[src/rtl/awg_wave_gen.sv]
// awg_wave_gen: phase-accumulator waveform core producing sawtooth and sine on
// two channels (B offset by a programmable phase) plus an LFSR noise source.
// All wave outputs are 14-bit offset-binary, midscale 8192.
module awg_wave_gen #(
  parameter logic [15:0] LFSR_SEED = 16'hACE1
) (
  input  logic        clk,
  input  logic        rst,
  input  logic        en,
  input  logic [11:0] freq,
  input  logic [3:0]  amp,
  input  logic [8:0]  phase,
  output logic [13:0] saw_a,
  output logic [13:0] saw_b,
  output logic [13:0] sin_a,
  output logic [13:0] sin_b,
  output logic [13:0] noise
);

  localparam int unsigned DW = 14;
  localparam int unsigned AW = 16;
  localparam int unsigned LW = 16;
  localparam logic [DW-1:0] MID = 14'd8192;
  localparam logic [3:0]    AMP_MAX = 4'd8;
  localparam logic [AW-1:0] DEG_STEP = 16'd182;

  // Quarter-wave sine magnitude: round(8191*sin(2*pi*(i+0.5)/256)), i = 0..63
  function automatic logic [12:0] q_lut(input logic [5:0] i);
    logic [12:0] q;
    case (i)
      6'd0:  q = 13'd101;   6'd1:  q = 13'd301;   6'd2:  q = 13'd502;   6'd3:  q = 13'd703;
      6'd4:  q = 13'd903;   6'd5:  q = 13'd1102;  6'd6:  q = 13'd1301;  6'd7:  q = 13'd1499;
      6'd8:  q = 13'd1696;  6'd9:  q = 13'd1893;  6'd10: q = 13'd2088;  6'd11: q = 13'd2281;
      6'd12: q = 13'd2474;  6'd13: q = 13'd2665;  6'd14: q = 13'd2854;  6'd15: q = 13'd3041;
      6'd16: q = 13'd3227;  6'd17: q = 13'd3411;  6'd18: q = 13'd3593;  6'd19: q = 13'd3772;
      6'd20: q = 13'd3950;  6'd21: q = 13'd4124;  6'd22: q = 13'd4297;  6'd23: q = 13'd4467;
      6'd24: q = 13'd4634;  6'd25: q = 13'd4798;  6'd26: q = 13'd4960;  6'd27: q = 13'd5118;
      6'd28: q = 13'd5274;  6'd29: q = 13'd5426;  6'd30: q = 13'd5575;  6'd31: q = 13'd5720;
      6'd32: q = 13'd5863;  6'd33: q = 13'd6001;  6'd34: q = 13'd6136;  6'd35: q = 13'd6267;
      6'd36: q = 13'd6395;  6'd37: q = 13'd6519;  6'd38: q = 13'd6638;  6'd39: q = 13'd6754;
      6'd40: q = 13'd6866;  6'd41: q = 13'd6973;  6'd42: q = 13'd7077;  6'd43: q = 13'd7176;
      6'd44: q = 13'd7271;  6'd45: q = 13'd7361;  6'd46: q = 13'd7447;  6'd47: q = 13'd7528;
      6'd48: q = 13'd7605;  6'd49: q = 13'd7678;  6'd50: q = 13'd7745;  6'd51: q = 13'd7809;
      6'd52: q = 13'd7867;  6'd53: q = 13'd7921;  6'd54: q = 13'd7969;  6'd55: q = 13'd8013;
      6'd56: q = 13'd8053;  6'd57: q = 13'd8087;  6'd58: q = 13'd8116;  6'd59: q = 13'd8141;
      6'd60: q = 13'd8161;  6'd61: q = 13'd8176;  6'd62: q = 13'd8185;  default: q = 13'd8190;
    endcase
    return q;
  endfunction

  // Full-wave sine from the top 8 address bits: quadrant mirrors index and/or sign
  function automatic logic [DW-1:0] sine_raw(input logic [7:0] ph);
    logic [5:0]  idx;
    logic [12:0] mag;
    idx = ph[6] ? ~ph[5:0] : ph[5:0];
    mag = q_lut(idx);
    return ph[7] ? (MID - 14'(mag)) : (MID + 14'(mag));
  endfunction

  // Scale around midscale: 8192 + floor((raw-8192)*a/8)
  function automatic logic [DW-1:0] scale_amp(input logic [DW-1:0] raw, input logic [3:0] a);
    logic signed [18:0] d;
    logic signed [18:0] p;
    logic signed [18:0] r;
    d = signed'({5'b0, raw}) - 19'sd8192;
    p = d * signed'({15'b0, a});
    r = (p >>> 3) + 19'sd8192;
    return 14'(r);
  endfunction

  logic [AW-1:0] acc;
  logic [LW-1:0] lfsr;
  logic [DW-1:0] saw_a_raw, saw_b_raw, sin_a_raw, sin_b_raw;

  logic [AW-1:0] off;
  logic [DW-1:0] addr_b_hi;
  logic [3:0]    amp_eff;
  logic          lfsr_fb;

  // Channel-B address, amplitude clamp and LFSR feedback
  always_comb begin
    off       = 16'(phase) * DEG_STEP;
    addr_b_hi = 14'((acc + off) >> 2);
    amp_eff   = (amp > AMP_MAX) ? AMP_MAX : amp;
    lfsr_fb   = lfsr[15] ^ lfsr[13] ^ lfsr[12] ^ lfsr[10];
  end

  // Phase accumulator, wraps mod 2^16, holds when en is low
  always_ff @(posedge clk) begin
    if (rst) begin
      acc <= '0;
    end else if (en) begin
      acc <= acc + 16'(freq);
    end
  end

  // Free-running noise LFSR, independent of en
  always_ff @(posedge clk) begin
    if (rst) begin
      lfsr <= LFSR_SEED;
    end else begin
      lfsr <= {lfsr[14:0], lfsr_fb};
    end
  end

  // Raw waveform stage: both channels from the same accumulator sample
  always_ff @(posedge clk) begin
    if (rst) begin
      saw_a_raw <= MID;
      saw_b_raw <= MID;
      sin_a_raw <= MID;
      sin_b_raw <= MID;
    end else begin
      saw_a_raw <= acc[15:2];
      saw_b_raw <= addr_b_hi;
      sin_a_raw <= sine_raw(acc[15:8]);
      sin_b_raw <= sine_raw(addr_b_hi[13:6]);
    end
  end

  // Amplitude scaling stage driving the DAC outputs
  always_ff @(posedge clk) begin
    if (rst) begin
      saw_a <= MID;
      saw_b <= MID;
      sin_a <= MID;
      sin_b <= MID;
    end else begin
      saw_a <= scale_amp(saw_a_raw, amp_eff);
      saw_b <= scale_amp(saw_b_raw, amp_eff);
      sin_a <= scale_amp(sin_a_raw, amp_eff);
      sin_b <= scale_amp(sin_b_raw, amp_eff);
    end
  end

  assign noise = lfsr[15:2];

endmodule

[config.mk]
export PLATFORM = sky130hd
export DESIGN_NAME = awg_wave_gen
export DESIGN_NICKNAME = d
export VERILOG_FILES = /design/src/rtl/awg_wave_gen.sv
export SDC_FILE = /design/constraint.sdc
export NUM_CORES = 1
export LEC_CHECK = 0
export ABC_AREA = 1
export CORE_MARGIN = 8
export CORE_UTILIZATION = 67
export DETAILED_ROUTE_END_ITERATION = 16
export HOLD_SLACK_MARGIN = 0.05
export PLACE_DENSITY = 0.95
export SYNTH_ARGS = -nofsm -noshare
export SYNTH_HDL_FRONTEND = slang
export SYNTH_SLANG_ARGS = --single-unit
[constraint.sdc]
create_clock -name clk -period 22.3 [get_ports clk]
set_input_delay 6.69 -clock clk [delete_from_list [all_inputs] [get_ports clk]]
set_output_delay 6.69 -clock clk [all_outputs]
set_load 0.1 [all_outputs]
==> metrics.csv, run 1 <==
metric,value,unit
status,"finished, final reports clean",
cts.path.max_buffers,2,
cp-start-kind,input port,
grt_pass1_vias,16300,
drv_slew,0,
die_w,173,um
grt_usage,0.315,
dr.first_iter.drc_count,1830,
insertion_delay,0.46,ns
synth_ff_type,dfxtp_1,
critical_path.top_delay_family,adder cells,
post_cts_buffers,0,
antenna_found_initial,0,
initial_core_util,0.682,
post_drt_via_cell_ratio,5.87,
hpwl,33.3,mm
fmax,72.6,MHz
yosysTopAreaCell,dfxtp_1,
synth_area,16500,sq um
io_buffers,97,
htree_levels,4,
synth_seq_area_share,0.174,
vias,16300,
crit_slowest_cell,clkdlybuf4s50_1,
antennaDiodeCount,0,
synth_seq_cells,144,
synthTopCellsByArea,"dfxtp_1 (17%), ha_1 (15%), fa_1 (15%)",
numCtsBuffers,17,
syn_to_final_growth,9.28,%
postCtsResizedCells,0,
finalSetupViolCount,0,
hold_viol,0,
yosys_warnings,0,
grt_first_pass_wirelength,78.7,mm
worstPathRequired,22.63,ns
dp.cells,2749,
synth_nets,2753,
rrSetupSlack,17.73,ns
reg2reg_from,saw_a_raw[2],
cpMostUsedCell,inv_1,
rsz0062_at_grt,false,
finClkSkew,0.0193,ns
maxCapViolCount,0,
synth_common_cells,"inv_1 (535), nand2_1 (452), nor2_1 (253), ha_1 (198), a21oi_1 (167)",
critPathMaxStageDelay,0.57,ns
postSynthAreaPerCell,6.88,sq um
min_path_type,flop to flop,
min_to,lfsr[1],
final.period_utilization,0.618,
maxSlewHeadroom,0.330,
finalNonFillerCells,2781,
hold_depth,2,
path_clk_slew,0.07,ns
wl_per_cell,17.0,um
synth_cells,2405,
ff2ff_path_depth,25,
rr_endpoint,saw_a[13],
synthArstFlopShare,0,
cts_num_sinks,144,
core_area,24200,sq um
worstPathArrival,14.11,ns
cts_tree,done,
min_period,13.77,ns
firstDrtPassIters,8,
die_area,30000,sq um
grt-ovfl-total,0,
final.setup.tns,0,ns
ant_nets,0,
fin_nets,2792,
critPathCaptureType,flop,
chipHeight,173,um
netlist.area_leader.share,0.174,
finalWeightedCongestion,0.935,
wirelength,47.4,mm
min_from,lfsr[0],
crit_buf_inv,9,
synth_cell_types,51,
io_pins,98,
cts_root_buf,clkbuf_16,
tightest_slew,1.00,ns
synth.most_common_cell,inv_1,
hold_buffers,0,
synth_edf_count,0,
path_class,input port to flop,
drcViolationCount,0,
rows,57,
final_layout_size_suffix_gt1_frac,0.0407,
grt_max_degree,67,
path_max_fanout,9,
## per-layer routing
layer | global-route usage | wire length [um]
met1 | 0.385 | 18400
met4 | 0.172 | 2470
met3 | 0.0717 | 4820
met2 | 0.509 | 21700
met5 | 0 | 0
## worst max path at each step
stage	startpoint	endpoint	slack, ns	cells past startpoint
2_1_floorplan	phase[1]	sin_b_raw[10]	9.63	37
3_3_place_gp	phase[1]	sin_b_raw[12]	8.66	41
3_5_place_dp	phase[0]	sin_b_raw[12]	8.26	39
4_1_cts	phase[0]	sin_b_raw[10]	8.66	38
5_1_grt	phase[0]	sin_b_raw[10]	8.02	38
6_report	phase[0]	sin_b_raw[6]	8.53	38
## logic make-up after synthesis
logic type	count (synthesis)	share of synthesized area
AOI/OAI and AO/OA	372	0.126
xor gates and xnor gates	51	0.0275
adders and majority gates	320	0.297
buffers and inverters	627	0.151
DFF	144	0.174
and+or+nand+nor	891	0.224
## state kept, by name (all words and copies together) (netlist names)
signal / cells
acc: 16
lfsr: 16
saw_a: 14
saw_a_raw: 14
saw_b: 14
saw_b_raw: 14
sin_a: 14
sin_a_raw: 14
sin_b: 14
sin_b_raw: 14
## worst min-delay path, stage by stage (launching register included)
cell and delay [ns]:
dfxtp_1 0.30, inv_1 0.04, nor2_1 0.03
## metrics by stage
step                hold WS [ns]   util  setup WS (ns)  instance area, sq um
CTS                        0.414  0.745           8.66                 18100
floorplan                  0.388      -           9.63                 16500
global placement           0.400  0.722           8.66                 17500
global route               0.449  0.745           8.02                 18100
finish                     0.411  0.745           8.53                 18100
detailed placement         0.396  0.722           8.26                 17500
## placed cells by master (no fill, tap or decap), drive strengths merged, types with 95 or more instances in the layout
cell type / n
clkdlybuf4s50: 95
nand2: 473
ha: 198
a21oi: 169
fa: 122
nor2: 259
o21ai: 120
dfxtp: 144
inv: 553
nand3: 118
## final cells by class
cell class                 instances  area, sq um
sequential                       144         2880
fill                            1647         6170
clock buffer                      17          425
clock inverter                    15          144
multi-input combinational       1634        11200
timing repair buffer             103         1010
tap                              324          405
inverter                         544         2040
Power of run 1 is left out: the tool's default activity adds up to more than one toggle a clock period on the data nets, which glitch-free logic cannot reach.
==> run 2: changes to the inputs <==
--- a/config.mk
+++ b/config.mk
@@ -7,10 +7,10 @@
 export LEC_CHECK = 0
 export ABC_AREA = 1
 export CORE_MARGIN = 8
-export CORE_UTILIZATION = 67
+export CORE_UTILIZATION = 62
 export DETAILED_ROUTE_END_ITERATION = 16
 export HOLD_SLACK_MARGIN = 0.05
-export PLACE_DENSITY = 0.95
+export PLACE_DENSITY = 0.93
 export SYNTH_ARGS = -nofsm -noshare
 export SYNTH_HDL_FRONTEND = slang
 export SYNTH_SLANG_ARGS = --single-unit
==> constraint.sdc (replaced) <==
create_clock -name clk -period 14.3 [get_ports clk]
set_input_delay 4.29 -clock clk [delete_from_list [all_inputs] [get_ports clk]]
set_output_delay 4.29 -clock clk [all_outputs]
set_load 0.1 [all_outputs]
==> run 2 against run 1 <==
  * Global-route usage shrank 3.4 points
  * Sequential share of layout area barely moved
  * Register-to-register slack lost 7.9 ns
  * Routed wire length down 6.0%
  * Count of clock-buffer cells in the layout up 1
  * Highest routed layer unchanged
  * Worst hold slack got worse by 0.0023 ns
  * Flip-flop and latch count did not move
  * First-iteration DRC count down 0.77%
==> metrics.csv, run 2 (synthesized netlist as in run 1, its figures left out) <==
metric,value,unit,change
chipHeight,179,um,was 173 um
finalNonFillerCells,2794,,was 2781
initial_core_util,0.633,,was 0.682
final.setup.tns,0,ns,unchanged
path_class,input port to flop,,unchanged
worstPathArrival,11.61,ns,was 14.11 ns
antennaDiodeCount,0,,unchanged
io_buffers,97,,unchanged
cts_tree,done,,unchanged
path_clk_slew,0.07,ns,about the same
worstPathRequired,14.63,ns,was 22.63 ns
io_pins,98,,unchanged
antenna_found_initial,0,,unchanged
path_max_fanout,9,,unchanged
min_path_type,flop to flop,,unchanged
largestRegisters,"acc: 16 flops, lfsr: 16 flops",,unchanged
drcViolationCount,0,,unchanged
final_layout_size_suffix_gt1_frac,0.0411,,was 0.0407
finalSetupViolCount,0,,unchanged
rows,59,,was 57
finalWeightedCongestion,0.944,,was 0.935
wirelength,44.5,mm,was 47.4 mm
firstDrtPassIters,8,,unchanged
numCtsBuffers,17,,unchanged
post_cts_buffers,0,,unchanged
maxSlewHeadroom,0.323,,was 0.330
core_area,26100,sq um,was 24200 sq um
critPathMaxStageDelay,0.55,ns,was 0.57 ns
fmax,88.7,MHz,
crit_buf_inv,5,,was 9
cpMostUsedCell,nand3_1,,was inv_1
tightest_slew,1.01,ns,was 1.00 ns
fillers,1984,,was 1647
syn_to_final_growth,9.52,%,was 9.28%
ant_nets,0,,unchanged
insertion_delay,0.45,ns,was 0.46 ns
postCtsResizedCells,0,,unchanged
grt_pass1_vias,16000,,was 16300
grt-ovfl-total,0,,unchanged
mostFrequentLayoutCell,inv_1,,unchanged
finClkSkew,0.0124,ns,was 0.0193 ns
grt_usage,0.281,,was 0.315
cp-start-kind,input port,,unchanged
die_area,32200,sq um,was 30000 sq um
crit_slowest_cell,fa_1,,was clkdlybuf4s50_1
critical_path.top_delay_family,adder cells,,unchanged
htree_levels,4,,unchanged
grt_max_degree,80,,was 67
critPathCaptureType,flop,,unchanged
drv_slew,0,,unchanged
min_period,11.28,ns,
grt_first_pass_wirelength,74.0,mm,was 78.7 mm
vias,15800,,was 16300
rsz0062_at_grt,false,,unchanged
cts.path.max_buffers,2,,unchanged
fin_nets,2794,,was 2792
maxCapViolCount,0,,unchanged
die_w,179,um,was 173 um
final.period_utilization,0.789,,
cts_root_buf,clkbuf_16,,unchanged
status,"finished, final reports clean",,unchanged
dp.cells,2762,,was 2749
cts_num_sinks,144,,unchanged
hpwl,32.9,mm,was 33.3 mm
hold_viol,0,,unchanged
dr.first_iter.drc_count,1816,,was 1830
post_drt_via_cell_ratio,5.64,,was 5.87
layout_common_cells,"inv_1 (534), nand2_1 (451), nor2_1 (253)",,unchanged
hold_buffers,0,,unchanged
wl_per_cell,15.9,um,was 17.0 um
-- run 2: worst paths after layout --
kind                              startpoint            end  slack (ns)  cells past startpoint
worst min-delay path                 lfsr[1]        lfsr[2]        0.41                      2
worst min register to register       lfsr[1]        lfsr[2]        0.41                      2
worst max-delay path                phase[0]  sin_b_raw[10]        3.02                     36
worst max register to register  sin_b_raw[2]      sin_b[13]        9.80                     23
-- run 2: stage by stage --
step           setup WS, ns  hold WS (ns)   util  instance area (sq um)
2_1_floorplan          4.03         0.388      -                  16500
5_1_grt                2.48         0.433  0.693                  18100
3_3_place_gp           3.10         0.404  0.671                  17500
3_5_place_dp           2.65         0.397  0.671                  17500
4_1_cts                3.09         0.410  0.693                  18100
6_report               3.02         0.409  0.693                  18100
-- run 2: layer usage --
layer / wire length [um] / vias up / GRT usage
li1: - / 7505 / -
met1: 18000 / 7199 / 0.341
met2: 20400 / 862 / 0.464
met3: 3950 / 188 / 0.0528
met4: 2090 / 0 / 0.163
met5: 0 / - / 0
-- run 2: area by class of cell --
type	count	area, sq um	share of cell area
well taps	335	419	0.0231
clock buffers	18	439	0.0242
flip-flops and latches	144	2880	0.159
clock inverters	14	141	0.00780
inverters	544	2040	0.113
multi-input cells	1634	11200	0.617
repair buffers	105	1020	0.0564
-- run 2: worst reg2reg max path, cell delays in order, from the launching register on --
cell,delay [ns]
dfxtp_1,0.32
inv_1,0.09
nor2_1,0.06
ha_1,0.31
inv_1,0.06
fa_1,0.50
fa_1,0.55
inv_1,0.04
ha_1,0.37
nand2_1,0.08
inv_1,0.09
nor2_1,0.06
o21bai_1,0.28
a21oi_1,0.13
o21bai_1,0.22
a21oi_1,0.12
o21bai_1,0.21
nand2_1,0.09
nand2_1,0.07
a21oi_1,0.11
o31ai_1,0.38
nor2_1,0.10
nor2_1,0.10
nand2_1,0.06
Power of run 2 is left out for the same reason.
